## config.mk

```make
export PLATFORM = sky130hd
export DESIGN_NAME = gcd_ctrl
export DESIGN_NICKNAME = d
export VERILOG_FILES = /design/src/rtl/gcd_ctrl.sv
export SDC_FILE = /design/constraint.sdc
export NUM_CORES = 1
export LEC_CHECK = 0
export ABC_AREA = 1
export CORE_MARGIN = 2
export CORE_UTILIZATION = 40
export CTS_BUF_LIST = sky130_fd_sc_hd__clkbuf_16
export DETAILED_ROUTE_END_ITERATION = 7
export PLACE_DENSITY = 0.68
export SLEW_MARGIN = 20
export SYNTH_ARGS = -nofsm -noshare
export SYNTH_HDL_FRONTEND = slang
export SYNTH_SLANG_ARGS = --single-unit
```

## constraint.sdc

```tcl
create_clock -name clk -period 2.3 [get_ports clk]
set_clock_uncertainty 0.15 [all_clocks]
set_input_delay 0.345 -clock clk [delete_from_list [all_inputs] [get_ports clk]]
set_output_delay 0.345 -clock clk [all_outputs]
set_load 0.02 [all_outputs]
```

## src/rtl/gcd_ctrl.sv

```systemverilog
// Sequencing controller for the subtractive GCD datapath: accepts an operand pair,
// steps an external registered subtractor until the operands match, returns the result.
module gcd_ctrl #(
    parameter int unsigned WIDTH    = 8,
    parameter int unsigned MAX_ITER = 255
) (
    input  logic             clk,
    input  logic             rst,
    input  logic             in_valid,
    output logic             in_ready,
    input  logic [WIDTH-1:0] in_a,
    input  logic [WIDTH-1:0] in_b,
    output logic             out_valid,
    input  logic             out_ready,
    output logic [WIDTH-1:0] out_gcd,
    output logic             out_err,
    output logic             busy,
    output logic [1:0]       sub_cmd,
    output logic [WIDTH-1:0] sub_a,
    output logic [WIDTH-1:0] sub_b,
    input  logic [WIDTH-1:0] sub_aout,
    input  logic [WIDTH-1:0] sub_bout
);

    localparam int unsigned CNT_W = 8;

    localparam logic [1:0] CMD_A_MINUS_B = 2'b00;
    localparam logic [1:0] CMD_B_MINUS_A = 2'b01;
    localparam logic [1:0] CMD_HOLD      = 2'b10;

    typedef enum logic [1:0] {
        IDLE = 2'b00,
        CALC = 2'b01,
        WAIT = 2'b10,
        DONE = 2'b11
    } state_t;

    state_t             state_q, state_d;
    logic [WIDTH-1:0]   cur_a_q, cur_a_d;
    logic [WIDTH-1:0]   cur_b_q, cur_b_d;
    logic [CNT_W-1:0]   iter_q, iter_d;
    logic               out_valid_q, out_valid_d;
    logic [WIDTH-1:0]   out_gcd_q, out_gcd_d;
    logic               out_err_q, out_err_d;

    // State and datapath registers
    always_ff @(posedge clk) begin
        if (rst) begin
            state_q     <= IDLE;
            cur_a_q     <= '0;
            cur_b_q     <= '0;
            iter_q      <= '0;
            out_valid_q <= 1'b0;
            out_gcd_q   <= '0;
            out_err_q   <= 1'b0;
        end else begin
            state_q     <= state_d;
            cur_a_q     <= cur_a_d;
            cur_b_q     <= cur_b_d;
            iter_q      <= iter_d;
            out_valid_q <= out_valid_d;
            out_gcd_q   <= out_gcd_d;
            out_err_q   <= out_err_d;
        end
    end

    // Next-state and subtractor command decode
    always_comb begin
        state_d     = state_q;
        cur_a_d     = cur_a_q;
        cur_b_d     = cur_b_q;
        iter_d      = iter_q;
        out_valid_d = out_valid_q;
        out_gcd_d   = out_gcd_q;
        out_err_d   = out_err_q;
        sub_cmd     = CMD_HOLD;
        sub_a       = cur_a_q;
        sub_b       = cur_b_q;

        unique case (state_q)
            IDLE: begin
                if (in_valid && in_ready) begin
                    if (in_a == '0 || in_b == '0) begin
                        // Zero operands bypass the subtractor entirely
                        state_d     = DONE;
                        out_valid_d = 1'b1;
                        out_gcd_d   = in_a | in_b;
                        out_err_d   = (in_a == '0) && (in_b == '0);
                    end else begin
                        state_d = CALC;
                        cur_a_d = in_a;
                        cur_b_d = in_b;
                        iter_d  = '0;
                    end
                end
            end
            CALC: begin
                if (cur_a_q == cur_b_q) begin
                    state_d     = DONE;
                    out_valid_d = 1'b1;
                    out_gcd_d   = cur_a_q;
                    out_err_d   = 1'b0;
                end else if (iter_q == CNT_W'(MAX_ITER)) begin
                    state_d     = DONE;
                    out_valid_d = 1'b1;
                    out_gcd_d   = '0;
                    out_err_d   = 1'b1;
                end else begin
                    sub_cmd = (cur_a_q > cur_b_q) ? CMD_A_MINUS_B : CMD_B_MINUS_A;
                    state_d = WAIT;
                end
            end
            WAIT: begin
                state_d = CALC;
                cur_a_d = sub_aout;
                cur_b_d = sub_bout;
                iter_d  = (iter_q == '1) ? iter_q : iter_q + CNT_W'(1);
            end
            DONE: begin
                if (out_ready) begin
                    state_d     = IDLE;
                    out_valid_d = 1'b0;
                end
            end
            default: state_d = IDLE;
        endcase
    end

    assign in_ready  = (state_q == IDLE) && !rst;
    assign busy      = (state_q != IDLE);
    assign out_valid = out_valid_q;
    assign out_gcd   = out_gcd_q;
    assign out_err   = out_err_q;

endmodule

```

==> impl_metrics.json <==
{
  "status": "finished, final reports clean",
  "wire_per_inst_um": 12.4,
  "floorplan.die.width_um": 82.6,
  "max_slew_margin_pct": 78.8,
  "drtPass1Iterations": 4,
  "drc": 0,
  "rows": 28,
  "synth-seq-cells": 36,
  "avgSynthCellArea_um2": 6.17,
  "dp_hpwl_um": 5490,
  "hold_class": "reg2reg",
  "crit_end": "sub_cmd[0]",
  "leakagePower_uw": 0.00171,
  "fin_ws_ps": 95.1,
  "nets": 540,
  "power_density_nw_per_um2": 1440,
  "slew_violations": 0,
  "cp.required_ps": 1800,
  "netlist_area_um2": 2470,
  "finalCritPeriodShare_pct": 95.9,
  "vias": 2684,
  "rsz0062_at_grt": "no",
  "synth_seq_area_share_pct": 29.2,
  "die_h_um": 82.6,
  "io-pin-count": 66,
  "pre_cts_ws_ps": -40.7,
  "hold-worst-slack_ps": 333,
  "utilization_pct": 59.7,
  "wl_um": 7010,
  "startpoint_type": "flip-flop",
  "period_needed_ps": 2200,
  "r2r_end": "sub_b[3]",
  "cts_made_buffers": 5,
  "synth.distinct_cells": 26,
  "grt_first_pass_wirelength_um": 11100,
  "synth_top_area_cell": "dfxtp_1",
  "gr-total-overflow": 0,
  "h-tree-depth": 2,
  "n_antenna_cell": 0,
  "grt_usage_pct": 21.3,
  "cts_tree": "built",
  "fin_cells": 566,
  "clkSinkCount": 36,
  "numPortBuffers": 65,
  "endpoint_kind": "primary output",
  "cts_buffer_depth": 2,
  "crit_arrival_ps": 1710,
  "coreArea_um2": 5960,
  "setup.worst_path.class": "reg2out",
  "cts_root_buf": "clkbuf_16",
  "hold_viol_final": 0,
  "ys_warn_count": 0,
  "clk_latency_ps": 280,
  "vdd_drop_max_mv": 0.841,
  "initial_core_util_pct": 41.5,
  "tightest_slew_ps": 317,
  "netlist.area_leader.share_pct": 29.2,
  "vias_per_cell": 4.74,
  "cp_max_fo": 2,
  "cts_hold_buf": 0,
  "n_fill_cell": 574,
  "crit_path_start": "sub_b[6]",
  "max_freq_mhz": 454,
  "final.setup.tns_ps": 0,
  "drv_cap": 0,
  "synth.net_count": 450,
  "drive_gt1_share_pct": 14.1,
  "synthTopCellsByArea": "dfxtp_1, nand2_1, nor2_1",
  "place.gp.congestion": 0.984,
  "netlist_instances": 400,
  "regToRegSetupSlack_ps": 290,
  "first_iter_violations": 149,
  "setup_violations": 0,
  "clkTransAtPathRegs_ps": 60,
  "rr_worst_depth": 9,
  "r2r-start": "state_q[0]",
  "post-place-cells": 558,
  "area_delta_synth_final_pct": 44.1,
  "grt_max_degree": 31,
  "antenna_left": 0,
  "die-area_um2": 6820,
  "grt_pass1_vias": 2537,
  "antenna_found_initial": 0,
  "postCtsSetupBuffers": 0
}
==> synth_stat cells <==
cell and count:
buf_1 1, nor2_1 72, o21ai_0 32, nand2_4 3, a21oi_1 14, clkinv_4 1, ha_1 14, nand2_2 6
dfxtp_1 36, nand2_8 1, nand3_2 1, a21oi_4 1, clkinv_2 1, nor3_1 2, o21ai_1 7, a211oi_1 1
nand4_1 10, inv_2 6, clkbuf_1 4, inv_1 57, nand3_4 2, buf_2 4, nand3_1 14, buf_4 3
nor2_4 3, nand2_1 104
==> worst max-delay path: stages, from the launching register on <==
cell and delay [ps]:
dfxtp_1 330, inv_1 60, ha_1 270, nand2_1 130, nor2_4 70, nand2_4 50, nand3_1 110, a211oi_2 220
buf_2 190
==> cell usage in the layout, fill, tap and decap left out, types with 2 or more instances in the layout <==
cell and instances:
a21oi_1 14, clkbuf_16 5, nand2_2 6, o21ai_1 7, nor3_1 2, buf_2 2
nand3_4 2, nand2_4 3, nand3_1 14, clkinv_2 2, inv_1 57, clkdlybuf4s50_1 61
o21ai_0 32, buf_4 30, inv_2 6, nand4_1 10, dfxtp_1 36, nand2_1 104
nor2_1 70, ha_1 13, nor2_4 4, dlymetal6s2s_1 2
==> area by class of cell <==
cell class / count / area [µm²] / area share, %
multi-input cells: 287 / 1460 / 40.9
repair buffers: 95 / 871 / 24.5
well taps: 75 / 93.8 / 2.64
clock inverters: 3 / 42.5 / 1.20
clock buffers: 5 / 125 / 3.52
inverters: 65 / 250 / 7.03
flip-flops and latches: 36 / 721 / 20.3
==> metal layers <==
metal	share of wire [%]	track usage [%]	up-vias
met5	0	0	-
met4	2.1	7.54	0
met3	6.4	4.35	14
met2	48	38.4	76
met1	44	24.9	1174
li1	-	-	1420
==> how the worst min path moves through the flow <==
stage	from	endpoint	cells past startpoint	slack, ps
after floorplan	iter_q[4]	iter_q[4]	2	320
after global placement	out_gcd[3]	out_gcd[3]	2	310
after detailed placement	out_gcd[3]	out_gcd[3]	2	320
after CTS	out_gcd[3]	out_gcd[3]	2	330
after global routing	out_gcd[6]	out_gcd[6]	2	350
final	out_gcd[6]	out_gcd[6]	2	330
==> timing repair <==
item | 4_1_cts | 5_1_grt
endpoints found under the setup margin | 4 | 4
hold endpoints to repair | 0 | 0
resized for setup | 8 | 6
pin swaps | 0 | 1
==> cells by family (layout without fill, tap and decap cells) <==
| group | Yosys count | count (layout) | synth area share (%) |
|---|---|---|---|
| AO/OA/AOI/OAI | 55 | 55 | 11.7 |
| adder cells (fa/ha/maj) | 14 | 14 | 7.09 |
| buffers and inverters | 77 | 168 | 12.6 |
| flip-flops | 36 | 36 | 29.2 |
| AND/OR/NAND/NOR | 218 | 218 | 39.4 |
==> per-stage QoR <==
step,total power [µW],area [µm²]
after detailed placement,4330,3380
after global routing,5570,3560
after floorplan,3050,2470
final,5130,3560
after CTS,5120,3560
after global placement,4270,3380
==> state kept, by name, indices dropped and copies added, names as in the netlist <==
signal / flops
out_err: 1
iter_q: 8
state_q: 2
out_gcd: 8
out_valid: 1
sub_b: 8
sub_a: 8
==> report_power, final <==
group          leakage [µW]  switching, µW  total [µW]  internal (µW)
logic               0.00133           1940        3330           1390
clock network     0.0000798            271         780            509
registers          0.000296            144        1030            884
total               0.00171           2350        5130           2780
Power figures use the tool's default switching activity.
